## src/rtl/input_port_controller.sv

```systemverilog
// Mesh router input port: buffers flits, computes the XY route from the head flit,
// and holds the path reservation with switch control until the tail flit has left.
module input_port_controller #(
    parameter int N             = 4,
    parameter int X_POS         = 0,
    parameter int Y_POS         = 0,
    parameter int DATA_WIDTH    = 16,
    parameter int REQUEST_WIDTH = 3,
    parameter int FIFO_DEPTH    = 4
) (
    input  logic                     clk,
    input  logic                     rst,
    input  logic [DATA_WIDTH-1:0]    in_data,
    input  logic                     in_valid,
    output logic                     in_ready,
    output logic [DATA_WIDTH-1:0]    out_data,
    output logic                     out_valid,
    input  logic                     out_ready,
    output logic                     routeReserveRequestValid,
    output logic [REQUEST_WIDTH-1:0] routeReserveRequest,
    output logic                     routeRelieve,
    input  logic                     routeReserveStatus,
    input  logic                     PortReserved,
    output logic                     flit_error
);
    localparam int AW = $clog2(N);
    localparam int PW = $clog2(FIFO_DEPTH);
    localparam int CW = PW + 1;
    localparam logic [AW-1:0] XP = AW'(X_POS);
    localparam logic [AW-1:0] YP = AW'(Y_POS);

    localparam logic [REQUEST_WIDTH-1:0] P_LOCAL = REQUEST_WIDTH'(0);
    localparam logic [REQUEST_WIDTH-1:0] P_EAST  = REQUEST_WIDTH'(1);
    localparam logic [REQUEST_WIDTH-1:0] P_WEST  = REQUEST_WIDTH'(2);
    localparam logic [REQUEST_WIDTH-1:0] P_NORTH = REQUEST_WIDTH'(3);
    localparam logic [REQUEST_WIDTH-1:0] P_SOUTH = REQUEST_WIDTH'(4);

    typedef enum logic [1:0] {IDLE, REQUEST, FORWARD} state_t;

    logic [DATA_WIDTH-1:0] fifoMem [FIFO_DEPTH];
    logic [PW-1:0]         wrPtr, rdPtr;
    logic [CW-1:0]         count;
    logic                  empty, full, push, pop, errDrop;
    logic [1:0]            headType;
    logic [AW-1:0]         destX, destY;
    logic [REQUEST_WIDTH-1:0] routePort;
    state_t                state;

    assign empty    = (count == '0);
    assign full     = (count == CW'(FIFO_DEPTH));
    assign in_ready = ~full & ~rst;
    assign push     = in_valid & in_ready;

    assign out_data = fifoMem[rdPtr];
    assign headType = fifoMem[rdPtr][DATA_WIDTH-1 -: 2];
    assign destX    = fifoMem[rdPtr][0 +: AW];
    assign destY    = fifoMem[rdPtr][AW +: AW];

    // type[0] set means HEAD or SINGLE; type[1] set means TAIL or SINGLE
    assign out_valid = (state == FORWARD) & ~empty & PortReserved;
    // IDLE waits out the relieve cycle so switch control is back in UnRouted first
    assign errDrop   = (state == IDLE) & ~empty & ~routeRelieve & ~headType[0];
    assign pop       = (out_valid & out_ready) | errDrop;

    always_comb begin
        routePort = P_LOCAL;
        if (destX > XP)      routePort = P_EAST;
        else if (destX < XP) routePort = P_WEST;
        else if (destY > YP) routePort = P_NORTH;
        else if (destY < YP) routePort = P_SOUTH;
    end

    always_ff @(posedge clk) begin
        if (push) fifoMem[wrPtr] <= in_data;
    end

    always_ff @(posedge clk) begin
        if (rst) begin
            wrPtr <= '0;
            rdPtr <= '0;
            count <= '0;
        end else begin
            if (push) wrPtr <= wrPtr + PW'(1);
            if (pop)  rdPtr <= rdPtr + PW'(1);
            count <= count + CW'(push) - CW'(pop);
        end
    end

    always_ff @(posedge clk) begin
        if (rst) begin
            state                    <= IDLE;
            routeReserveRequestValid <= 1'b0;
            routeReserveRequest      <= '0;
            routeRelieve             <= 1'b0;
            flit_error               <= 1'b0;
        end else begin
            routeRelieve <= 1'b0;
            flit_error   <= errDrop;
            case (state)
                IDLE: begin
                    if (~empty && ~routeRelieve && headType[0]) begin
                        routeReserveRequest      <= routePort;
                        routeReserveRequestValid <= 1'b1;
                        state                    <= REQUEST;
                    end
                end
                REQUEST: begin
                    if (routeReserveStatus) state <= FORWARD;
                end
                FORWARD: begin
                    if (out_valid && out_ready && headType[1]) begin
                        routeReserveRequestValid <= 1'b0;
                        routeRelieve             <= 1'b1;
                        state                    <= IDLE;
                    end
                end
                default: state <= IDLE;
            endcase
        end
    end
endmodule

```

## config.mk

```make
export PLATFORM = sky130hd
export DESIGN_NAME = input_port_controller
export DESIGN_NICKNAME = d
export VERILOG_FILES = /design/src/rtl/input_port_controller.sv
export SDC_FILE = /design/constraint.sdc
export NUM_CORES = 1
export LEC_CHECK = 0
export CAP_MARGIN = 20
export CELL_PAD_IN_SITES_DETAIL_PLACEMENT = 1
export CELL_PAD_IN_SITES_GLOBAL_PLACEMENT = 2
export CORE_AREA = 2 2 103 75
export DETAILED_ROUTE_END_ITERATION = 8
export DIE_AREA = 0 0 105 77
export DONT_BUFFER_PORTS = 1
export GPL_TIMING_DRIVEN = 1
export PLACE_DENSITY_LB_ADDON = 0.05
export SYNTH_ARGS = -nofsm -noshare
export SYNTH_HDL_FRONTEND = slang
export SYNTH_SLANG_ARGS = --single-unit
```

## constraint.sdc

```tcl
create_clock -name clk -period 3.4 [get_ports clk]
set_clock_uncertainty 0.2 [all_clocks]
set_input_delay 0.34 -clock clk [delete_from_list [all_inputs] [get_ports clk]]
set_output_delay 0.34 -clock clk [all_outputs]
set_load 0.1 [all_outputs]
```

==> results.txt, run 1 <==
----------------------------------------------------
[Timing]
  Maximum clock rate ... 0.362 GHz
  Tightest slew margin relative to the limit ... 35.2%
  Number of max-slew violations in the final report ... 0
  Clock period minus final worst setup slack ... 2.76 ns
  Worst slew pin tran ... 0.971 ns
  Sum Neg Setup Slack ... 0 ns
  Hold Fails Final Rpt ... 0
  Count of final setup violators ... 0
  Final worst path period share ... 81.3%
  Setup WS post-layout ... 0.636 ns
  Setup repair after global routing missed its margin ... no
  Post-Route Hold Slack ... ~0.06 ns

[Synthesis]
  Most used flip-flop cell after synthesis ... sky130_fd_sc_hd__edfxtp_1
  Post-synthesis sequential area ratio ... 72.3%
  Synthesized netlist net count ... just over 200
  Flip-flop and latch count after synthesis ... 80
  Total standard cell area after synthesis ... 0.00310 mm^2
  Post-synthesis average cell area ... 17.9 um^2
  YS warnings ... 0
  Async set-or-reset flop fraction in the synthesized netlist ... 0%
  Number of enable flip-flop cells after synthesis ... 64
  Cells after synthesis ... 173
  Yosys cell types ... 36

[Clock tree]
  Buffer count from post-CTS setup fixing ... 0
  Clock buffer count from CTS ... 9
  CTS tree ... built
  TritonCTS sink count ... 80
  Clock insertion delay at the later pin of the skew report ... between 0.3 and 0.4 ns
  H-tree levels ... 3
  Bufs on Longest Clock Path ... 2
  Clock edge transition at the registers on the reported setup and hold paths ... 0.07 ns
  Clk root buf ... sky130_fd_sc_hd__clkbuf_8

[Setup path]
  Capture point of the worst reg-to-reg path ... count[2]$_SDFF_PP0_
  Slowest stage cell, crit path ... sky130_fd_sc_hd__mux4_2
  Worst reg2reg path depth ... 11
  Crit. End Element ... register
  Ordered cell list for the critical path ... mux4_2 -> nand3b_1 -> nand2_1 -> ha_1 -> inv_1 -> ha_1 -> inv_1 -> fa_1 -> xor2_1 -> xnor2_1 -> nor2_1
  Crit Path Category ... register to register
  CP arrival ... 2.77 ns
  Crit path largest cell delay ... 0.51 ns
  Critical Path Start Type ... register
  Critical path peak fanout ... 4
  Data required time at the worst endpoint ... 3.41 ns
  Register-to-Register Setup Slack ... 0.64 ns

[Hold path]
  Worst hold path class ... primary input to register
  End point of the worst hold path ... rdPtr[1]$_SDFFE_PP0N_
  Count of cells along the worst hold path ... 2
  Min-delay src ... rst

[Die]
  Area of the die ... 0.00809 mm^2
  Ports placed on the boundary ... 46
  Starting utilization of the core area ... about 44%
  Horiz. Die Dim ... 105 um
  Standard-cell row count ... 26
  Die extent in y ... 77 um
  Core box area ... slightly above 0.007 mm^2

[Global routing]
  Maximum number of pins on one net before global-route repair ... 17
  Total routing usage reported by global routing ... 16.1%
  Grt total ovfl ... 0
  Via count of the first global-routing pass ... 1,759
  Wire length of the first global-routing pass ... 9420 um
  Number of antenna violations at the first check in global routing ... 0

[Drt]
  Antenna Nets Post-Route ... 0
  Amount of wire on met3 after detailed routing ... 365 um
  Via count of the routed design ... 1,557
  DRC Markers ... 0
  Per-cell via count in the routed design ... between 5 and 6
  Wirelength, routed ... 5860 um
  First-pass DRT Iterations ... 4
  Uppermost routed layer ... met4
  Met2 routed wirelength ... 3050 um
  Detail-routed net length per standard cell ... about 19 um
  Detailed router's first-iteration violation count ... 24
  Post-Route M1 WL ... 2370 um

[Outcome]
  Status ... completed

[Final layout]
  Count of fill cells added during filler insertion ... between 700 and 800
  Net count of the finished layout ... between 200 and 250
  Fraction of final layout cells with drive strength greater than 1 ... approximately a fifth
  Diodes inserted ... 0
  Synthesis-to-layout area growth ... 16.8%

[Placed design]
  Placed wire-length estimate after detailed placement ... 3840 um
  Weighted congestion at the end of routability-driven global placement ... 0.705
  Buffers added on ports ... 0
  Placement Setup Slack ... 0.657 ns

[Run]
  Number of max-cap violations ... 0

----------------------------------------------------
## metal layers
metal,track usage [%],vias to the layer above
met5,0,-
met2,26.8,39
met3,6.12,9
met1,19.4,785
met4,5.60,0
li1,-,724
## worst max path at each step
| stage | from | to | slack [ns] | cells after the start |
|---|---|---|---|---|
| final | register | count[2]$_SDFF_PP0_ | 0.64 | 11 |
| after global routing | register | count[2]$_SDFF_PP0_ | 0.46 | 11 |
| after detailed placement | register | count[2]$_SDFF_PP0_ | 0.66 | 11 |
| after floorplan | register | count[2]$_SDFF_PP0_ | 0.32 | 12 |
| after global placement | register | count[2]$_SDFF_PP0_ | 0.75 | 11 |
| after CTS | register | count[2]$_SDFF_PP0_ | 0.62 | 11 |
## critical path, delay by kind of cell, from the launching register on
| family | cells | cell delay [ns] |
|---|---|---|
| xor+xnor | 2 | 0.32 |
| fa+ha+maj | 3 | 0.74 |
| buf+inv | 2 | 0.11 |
| flops | 1 | 0.35 |
| mux | 1 | 0.51 |
| simple gates | 3 | 0.40 |
## metrics by stage
step,std cells,area (um^2),util [%]
final,307,3620,51.1
after CTS,307,3620,51.1
after detailed placement,274,3260,46.0
after global routing,307,3620,51.1
after floorplan,173,3100,-
after global placement,274,3260,46.0
## flip-flops by register name, summed over array words and instances (netlist names), named ones only
signal,flops
count,3
rdPtr,2
state,2
wrPtr,2
fifoMem,64
routeRelieve,1
routeReserveRequest,2
routeReserveRequestValid,1
flit_error,1
## placed cells by master, fill, tap and decap left out, types with 4 or more instances in the layout
master	Yosys	layout
sky130_fd_sc_hd__a21oi_1	6	5
sky130_fd_sc_hd__and2_1	5	5
sky130_fd_sc_hd__buf_4	1	11
sky130_fd_sc_hd__clkbuf_8	0	9
sky130_fd_sc_hd__dfxtp_1	16	16
sky130_fd_sc_hd__dlygate4sd3_1	0	18
sky130_fd_sc_hd__edfxtp_1	64	64
sky130_fd_sc_hd__ha_1	6	6
sky130_fd_sc_hd__inv_1	6	6
sky130_fd_sc_hd__mux4_2	15	15
sky130_fd_sc_hd__nand2_1	6	6
sky130_fd_sc_hd__nor2_1	9	9
sky130_fd_sc_hd__nor3_1	4	4
## cells by family after synthesis
| logic type | Yosys count | share of synthesized area, % |
|---|---|---|
| other | 1 | 0.121 |
| muxes | 17 | 12.1 |
| and+or+nand+nor | 42 | 7.71 |
| AOI/OAI and AO/OA | 9 | 1.70 |
| xor gates and xnor gates | 3 | 0.848 |
| buffers and inverters | 14 | 2.14 |
| adders and majority gates | 7 | 3.07 |
| DFF | 80 | 72.3 |
## synthesized netlist by cell type (all sizes together) (2+ instances only)
cell / count / share of area (%)
a21oi: 6 / 0.97
and2: 5 / 1.0
and3b: 2 / 0.57
buf: 3 / 0.77
clkbuf: 5 / 0.65
dfxtp: 16 / 10
edfxtp: 64 / 62
ha: 6 / 2.4
inv: 6 / 0.73
mux4: 16 / 12
nand2: 6 / 0.73
nand3: 3 / 0.65
nor2: 9 / 1.1
nor2b: 2 / 0.40
nor3: 4 / 0.65
nor3b: 3 / 0.73
or4: 2 / 0.48
xnor2: 2 / 0.57
## cell type report
type                    instances  area [um^2]  share of cell area [%]
clock buffers                  10          128                    3.52
clock inverters                 5         48.8                    1.35
inverters                       6         22.5                   0.622
multi-input cells              79          795                    21.9
flip-flops and latches         80         2240                    61.9
well taps                      98          123                    3.39
repair buffers                 29          263                    7.26
## what timing repair did
action                                 in CTS  in global routing
resized for setup                           0                  0
endpoints found under the hold margin      78                  0
hold buffers                               18                  0
Power of run 1 is left out: the tool's default activity adds up to more than one toggle a clock period on the data nets, which glitch-free logic cannot reach.
==> run 2: changes to the inputs <==
clock period = 2.89 ns   (was 3.4 ns; I/O delays follow)
==> run 2 against run 1 <==
Count of clock-buffer cells in the layout is 1 lower. Global-route usage is 0.28 points lower. Worst setup slack worse by 0.46 ns. Critical path depth stayed put. Cell area is 2.6% higher. Non-clock buffer count is 6 higher. Die area stayed put. Flip-flop and latch count stayed put. Via count is 1.5% higher. Routed wire length is 1.9% lower. First-iteration DRC count grew to 2.6 times the previous value. Final cell count is 2.0% higher. Critical endpoint unchanged. Largest cell class unchanged. Highest routed layer unchanged.
==> results.txt, run 2 (synthesis gave the netlist of run 1 again) <==
----------------------------------------------------
[Global routing]
  Grt total ovfl ... 0 (unchanged)
  Number of antenna violations at the first check in global routing ... 0 (unchanged)
  Via count of the first global-routing pass ... 1,732 (was 1,759)
  Maximum number of pins on one net before global-route repair ... 17 (unchanged)
  Total routing usage reported by global routing ... 15.8% (was 16.1%)
  Wire length of the first global-routing pass ... 9470 um (was 9420 um)

[Drt]
  Wirelength, routed ... 5750 um (was 5860 um)
  Per-cell via count in the routed design ... 5.05 (was 5.07)
  DRC Markers ... 0 (unchanged)
  First-pass DRT Iterations ... 4 (unchanged)
  Detailed router's first-iteration violation count ... 63 (was 24)
  Via count of the routed design ... 1,581 (was 1,557)
  Detail-routed net length per standard cell ... 18.4 um (was 19.1 um)
  Antenna Nets Post-Route ... 0 (unchanged)

[Clock tree]
  Bufs on Longest Clock Path ... 2 (unchanged)
  TritonCTS sink count ... 80 (unchanged)
  H-tree levels ... 3 (unchanged)
  Clk root buf ... sky130_fd_sc_hd__clkbuf_8 (unchanged)
  Clock edge transition at the registers on the reported setup and hold paths ... 0.08 ns (was 0.07 ns)
  Clock insertion delay at the later pin of the skew report ... 0.33 ns (about the same)
  Clock buffer count from CTS ... 9 (unchanged)
  CTS tree ... built (unchanged)

[Final layout]
  Diodes inserted ... 0 (unchanged)
  Number of flip-flops in the largest register ... 64 (unchanged)
  Register containing the most flip-flops in the final layout ... fifoMem (unchanged)
  Synthesis-to-layout area growth ... 19.8% (was 16.8%)
  Most common cell after layout, fill and taps aside ... sky130_fd_sc_hd__edfxtp_1 (unchanged)
  Fraction of final layout cells with drive strength greater than 1 ... 24.2% (was 20.1%)
  Net count of the finished layout ... 240 (was 234)
  End-of-flow core utilization ... 52.4% (was 51.1%)
  Largest regs ... fifoMem: 64 flops, count: 3 flops (unchanged)
  Most frequent cells in the layout ... sky130_fd_sc_hd__edfxtp_1 (64), sky130_fd_sc_hd__dlygate4sd3_1 (18), sky130_fd_sc_hd__buf_4 (17) (was sky130_fd_sc_hd__edfxtp_1 (64), sky130_fd_sc_hd__dlygate4sd3_1 (18), sky130_fd_sc_hd__dfxtp_1 (16))

[Placed design]
  Placement Setup Slack ... 0.161 ns (was 0.657 ns)
  Buffers added on ports ... 0 (unchanged)
  Placed wire-length estimate after detailed placement ... 3840 um (about the same)
  Weighted congestion at the end of routability-driven global placement ... 0.740 (was 0.705)

[Timing]
  Final worst path period share ... 93.9% (was 81.3%)
  Hold Fails Final Rpt ... 0 (unchanged)
  Post-Route Hold Slack ... 0.0274 ns (was 0.0600 ns)
  Maximum clock rate ... 0.369 GHz (was 0.362 GHz)
  Clock period minus final worst setup slack ... 2.71 ns (was 2.76 ns)
  Number of max-slew violations in the final report ... 0 (unchanged)
  Tightest slew margin relative to the limit ... 35.1% (was 35.2%)
  Count of final setup violators ... 0 (unchanged)
  Setup repair after global routing missed its margin ... no (unchanged)
  Worst slew pin tran ... 0.972 ns (was 0.971 ns)
  Setup WS post-layout ... 0.176 ns (was 0.636 ns)

[Die]
  Standard-cell row count ... 26 (unchanged)
  Horiz. Die Dim ... 105 um (unchanged)
  Starting utilization of the core area ... 43.7% (unchanged)
  Core box area ... 0.00709 mm^2 (unchanged)
  Die extent in y ... 77 um (unchanged)
  Ports placed on the boundary ... 46 (unchanged)
  Area of the die ... 0.00809 mm^2 (unchanged)

[Setup path]
  Critical Path Start Type ... register (unchanged)
  CP arrival ... 2.72 ns (was 2.77 ns)
  Critical path peak fanout ... 2 (was 4)
  Crit path largest cell delay ... 0.51 ns (about the same)
  Slowest stage cell, crit path ... sky130_fd_sc_hd__mux4_2 (unchanged)
  Ordered cell list for the critical path ... mux4_2 -> nand3b_1 -> nand2_1 -> ha_1 -> inv_1 -> ha_1 -> inv_1 -> fa_2 -> xor2_2 -> xnor2_1 -> nor2_1 (was mux4_2 -> nand3b_1 -> nand2_1 -> ha_1 -> inv_1 -> ha_1 -> inv_1 -> fa_1 -> xor2_1 -> xnor2_1 -> nor2_1)
  Family with the most delay on the worst path ... adder cells (unchanged)
  Crit Path Category ... register to register (unchanged)
  Data required time at the worst endpoint ... 2.89 ns (was 3.41 ns)
  Buf+Inv Stages, Crit Path ... 2 (unchanged)
  Crit. End Element ... register (unchanged)

[Hold path]
  Worst hold path class ... primary input to register (unchanged)

[Outcome]
  Status ... completed (unchanged)

[Run]
  Number of max-cap violations ... 0 (unchanged)

----------------------------------------------------
[run 2: cell count changes in the layout (fill, tap and decap cells not counted), sizes merged]
cell	before	now
clkbuf	10	9
buf	11	17
clkinv	4	3
bufinv	1	2
clkinvlp	0	1
[run 2: final timing paths]
kind,start,to,slack [ns],cells after the start
worst max-delay path,register,count[2]$_SDFF_PP0_,0.18,11
worst min-delay path,out_ready,routeRelieve$_SDFF_PP0_,0.03,2
worst max register to register,register,count[2]$_SDFF_PP0_,0.18,11
worst min register to register,wrPtr[1]$_SDFFE_PP0P_,wrPtr[1]$_SDFFE_PP0P_,0.36,2
[run 2: area by class of cell]
type	count	area (um^2)
Clock buffer	9	124
Fill cell	691	3380
Tap cell	98	123
Timing Repair Buffer	35	308
Sequential cell	80	2240
Multi-Input combinational cell	79	810
Clock inverter	6	85.1
Inverter	6	22.5
[run 2: layer usage]
layer	vias to the layer above	routed length [um]	GRT usage, %
li1	738	-	-
met5	-	0	0
met3	2	302	6.80
met1	808	2540	19.9
met2	33	2890	26.0
met4	0	17	2.80
[run 2: metrics by stage]
stage | std cells | instance area (um^2) | setup TNS [ns]
after floorplan | 173 | 3100 | -0.160
after CTS | 312 | 3690 | 0
after global routing | 313 | 3710 | 0
after global placement | 279 | 3300 | 0
final | 313 | 3710 | 0
after detailed placement | 279 | 3300 | 0
[run 2: repair_timing]
item                       in CTS  in global routing
setup endpoints to repair       0                  1
hold endpoints to repair       80                  0
hold buffers                   18                  0
resized for setup               0                  2
buffers inserted                0                  1
Power of run 2 is left out for the same reason.
==> run 3: changes to the inputs <==
HOLD_SLACK_MARGIN = 0.05   (was default)
==> run 3 against run 2 <==
Register-to-register slack barely moved. Sequential share of layout area decreased by 0.16 points. Core utilization grew 0.14 points. Critical path depth unchanged. Worst setup slack worse by 0.0014 ns. Maximum frequency barely moved. Die area did not move. Cell area rose by 0.27%. Global-route usage about the same. Via count grew 0.32%. Critical endpoint unchanged.
==> results.txt, run 3 (synthesis gave the netlist of run 1 again) <==
----------------------------------------------------
[Outcome]
  Status ... completed (unchanged)

[Global routing]
  Wire length of the first global-routing pass ... 9490 um (was 9470 um)
  Maximum number of pins on one net before global-route repair ... 17 (unchanged)
  Total routing usage reported by global routing ... 15.9% (was 15.8%)
  Number of antenna violations at the first check in global routing ... 0 (unchanged)
  Via count of the first global-routing pass ... 1,735 (was 1,732)
  Grt total ovfl ... 0 (unchanged)

[Clock tree]
  CTS tree ... built (unchanged)
  Clock buffer count from CTS ... 9 (unchanged)
  Clock edge transition at the registers on the reported setup and hold paths ... 0.08 ns (about the same)
  Clock insertion delay at the later pin of the skew report ... 0.33 ns (about the same)
  Clk root buf ... sky130_fd_sc_hd__clkbuf_8 (unchanged)
  Bufs on Longest Clock Path ... 2 (unchanged)
  TritonCTS sink count ... 80 (unchanged)
  H-tree levels ... 3 (unchanged)

[Setup path]
  Buf+Inv Stages, Crit Path ... 2 (unchanged)
  Crit. End Element ... register (unchanged)
  Data required time at the worst endpoint ... 2.89 ns (about the same)
  Register-to-Register Setup Slack ... 0.18 ns (about the same)
  Critical path peak fanout ... 2 (unchanged)
  Critical Path Start Type ... register (unchanged)
  CP arrival ... 2.72 ns (about the same)
  Crit path largest cell delay ... 0.51 ns (about the same)
  Slowest stage cell, crit path ... sky130_fd_sc_hd__mux4_2 (unchanged)
  Ordered cell list for the critical path ... mux4_2 -> nand3b_1 -> nand2_1 -> ha_1 -> inv_1 -> ha_1 -> inv_1 -> fa_2 -> xor2_2 -> xnor2_1 -> nor2_1 (unchanged)
  Family with the most delay on the worst path ... adder cells (unchanged)
  Worst reg2reg path depth ... 11 (unchanged)
  Crit Path Category ... register to register (unchanged)
  Capture point of the worst reg-to-reg path ... count[2]$_SDFF_PP0_ (unchanged)

[Drt]
  Detail-routed net length per standard cell ... 18.4 um (about the same)
  Per-cell via count in the routed design ... 5.05 (about the same)
  Wirelength, routed ... 5770 um (was 5750 um)
  Via count of the routed design ... 1,586 (was 1,581)
  Detailed router's first-iteration violation count ... 62 (was 63)
  Antenna Nets Post-Route ... 0 (unchanged)
  First-pass DRT Iterations ... 4 (unchanged)
  DRC Markers ... 0 (unchanged)

[Final layout]
  Most common cell after layout, fill and taps aside ... sky130_fd_sc_hd__edfxtp_1 (unchanged)
  Net count of the finished layout ... 241 (was 240)
  Fraction of final layout cells with drive strength greater than 1 ... 24.1% (was 24.2%)
  Largest regs ... fifoMem: 64 flops, count: 3 flops (unchanged)
  End-of-flow core utilization ... 52.5% (was 52.4%)
  Diodes inserted ... 0 (unchanged)
  Register containing the most flip-flops in the final layout ... fifoMem (unchanged)
  Most frequent cells in the layout ... sky130_fd_sc_hd__edfxtp_1 (64), sky130_fd_sc_hd__dlygate4sd3_1 (19), sky130_fd_sc_hd__buf_4 (17) (was sky130_fd_sc_hd__edfxtp_1 (64), sky130_fd_sc_hd__dlygate4sd3_1 (18), sky130_fd_sc_hd__buf_4 (17))
  Synthesis-to-layout area growth ... 20.1% (was 19.8%)
  Number of flip-flops in the largest register ... 64 (unchanged)

[Timing]
  Tightest slew margin relative to the limit ... 35.1% (about the same)
  Clock period minus final worst setup slack ... 2.71 ns (about the same)
  Setup repair after global routing missed its margin ... no (unchanged)
  Number of max-slew violations in the final report ... 0 (unchanged)
  Hold Fails Final Rpt ... 0 (unchanged)
  Maximum clock rate ... 0.368 GHz (was 0.369 GHz)
  Worst slew pin tran ... 0.972 ns (about the same)
  Count of final setup violators ... 0 (unchanged)
  Final worst path period share ... 93.9% (about the same)

[Placed design]
  Buffers added on ports ... 0 (unchanged)
  Placed wire-length estimate after detailed placement ... 3840 um (unchanged)
  Weighted congestion at the end of routability-driven global placement ... 0.740 (unchanged)

[Die]
  Standard-cell row count ... 26 (unchanged)
  Area of the die ... 0.00809 mm^2 (unchanged)
  Horiz. Die Dim ... 105 um (unchanged)
  Die extent in y ... 77 um (unchanged)
  Starting utilization of the core area ... 43.7% (unchanged)
  Core box area ... 0.00709 mm^2 (unchanged)
  Ports placed on the boundary ... 46 (unchanged)

[Hold path]
  Worst hold path class ... primary input to register (unchanged)
  Count of cells along the worst hold path ... 3 (was 2)
  Min-delay src ... out_ready (unchanged)

[Run]
  Number of max-cap violations ... 0 (unchanged)

----------------------------------------------------
==> run 3: worst max-delay path by stage <==
stage,startpoint,to,depth (start not counted)
after floorplan,register,count[2]$_SDFF_PP0_,12
after global placement,register,count[2]$_SDFF_PP0_,11
after detailed placement,register,count[2]$_SDFF_PP0_,11
after CTS,register,count[2]$_SDFF_PP0_,11
after global routing,register,count[2]$_SDFF_PP0_,11
final,register,count[2]$_SDFF_PP0_,11
==> run 3: final cells by class <==
type                    instances  area, um^2
flip-flops and latches         80        2240
multi-input cells              79         810
clock buffers                   9         124
well taps                      98         123
clock inverters                 6        85.1
fillers                       691        3370
inverters                       6        22.5
repair buffers                 36         318
==> run 3: per-stage QoR <==
step                hold slack, ns  setup WS (ns)  cells  setup TNS [ns]  area (um^2)
floorplan                    0.188         -0.142    173          -0.160         3100
global placement             0.163          0.295    279               0         3300
detailed placement           0.166          0.161    279               0         3300
CTS                         0.0660          0.118    313               0         3700
global route                0.0860         0.0185    314               0         3720
finish                      0.0840          0.175    314               0         3720
==> run 3: per-layer routing <==
layer	routed length (um)	part of all wire [%]	global-route usage [%]	up-vias
met3	302	5.2	6.80	2
met5	0	0	0	-
li1	-	-	-	740
met4	17	0.29	2.80	0
met2	2900	50	26.0	33
met1	2540	44	20.0	811
==> run 3: timing repair <==
item	4_1_cts	5_1_grt
hold endpoints to repair	80	0
resized for setup	0	2
hold buffers	19	0
endpoints found under the setup margin	0	1
buffers inserted	0	1
==> run 3: worst register-to-register path, cell delays in order (launching register included) <==
cell and delay, ns:
sky130_fd_sc_hd__dfxtp_1 0.36, sky130_fd_sc_hd__mux4_2 0.51, sky130_fd_sc_hd__nand3b_1 0.19, sky130_fd_sc_hd__nand2_1 0.10
sky130_fd_sc_hd__ha_1 0.23, sky130_fd_sc_hd__inv_1 0.06, sky130_fd_sc_hd__ha_1 0.14, sky130_fd_sc_hd__inv_1 0.05
sky130_fd_sc_hd__fa_2 0.35, sky130_fd_sc_hd__xor2_2 0.16, sky130_fd_sc_hd__xnor2_1 0.18, sky130_fd_sc_hd__nor2_1 0.06
Power of run 3 is left out for the same reason.
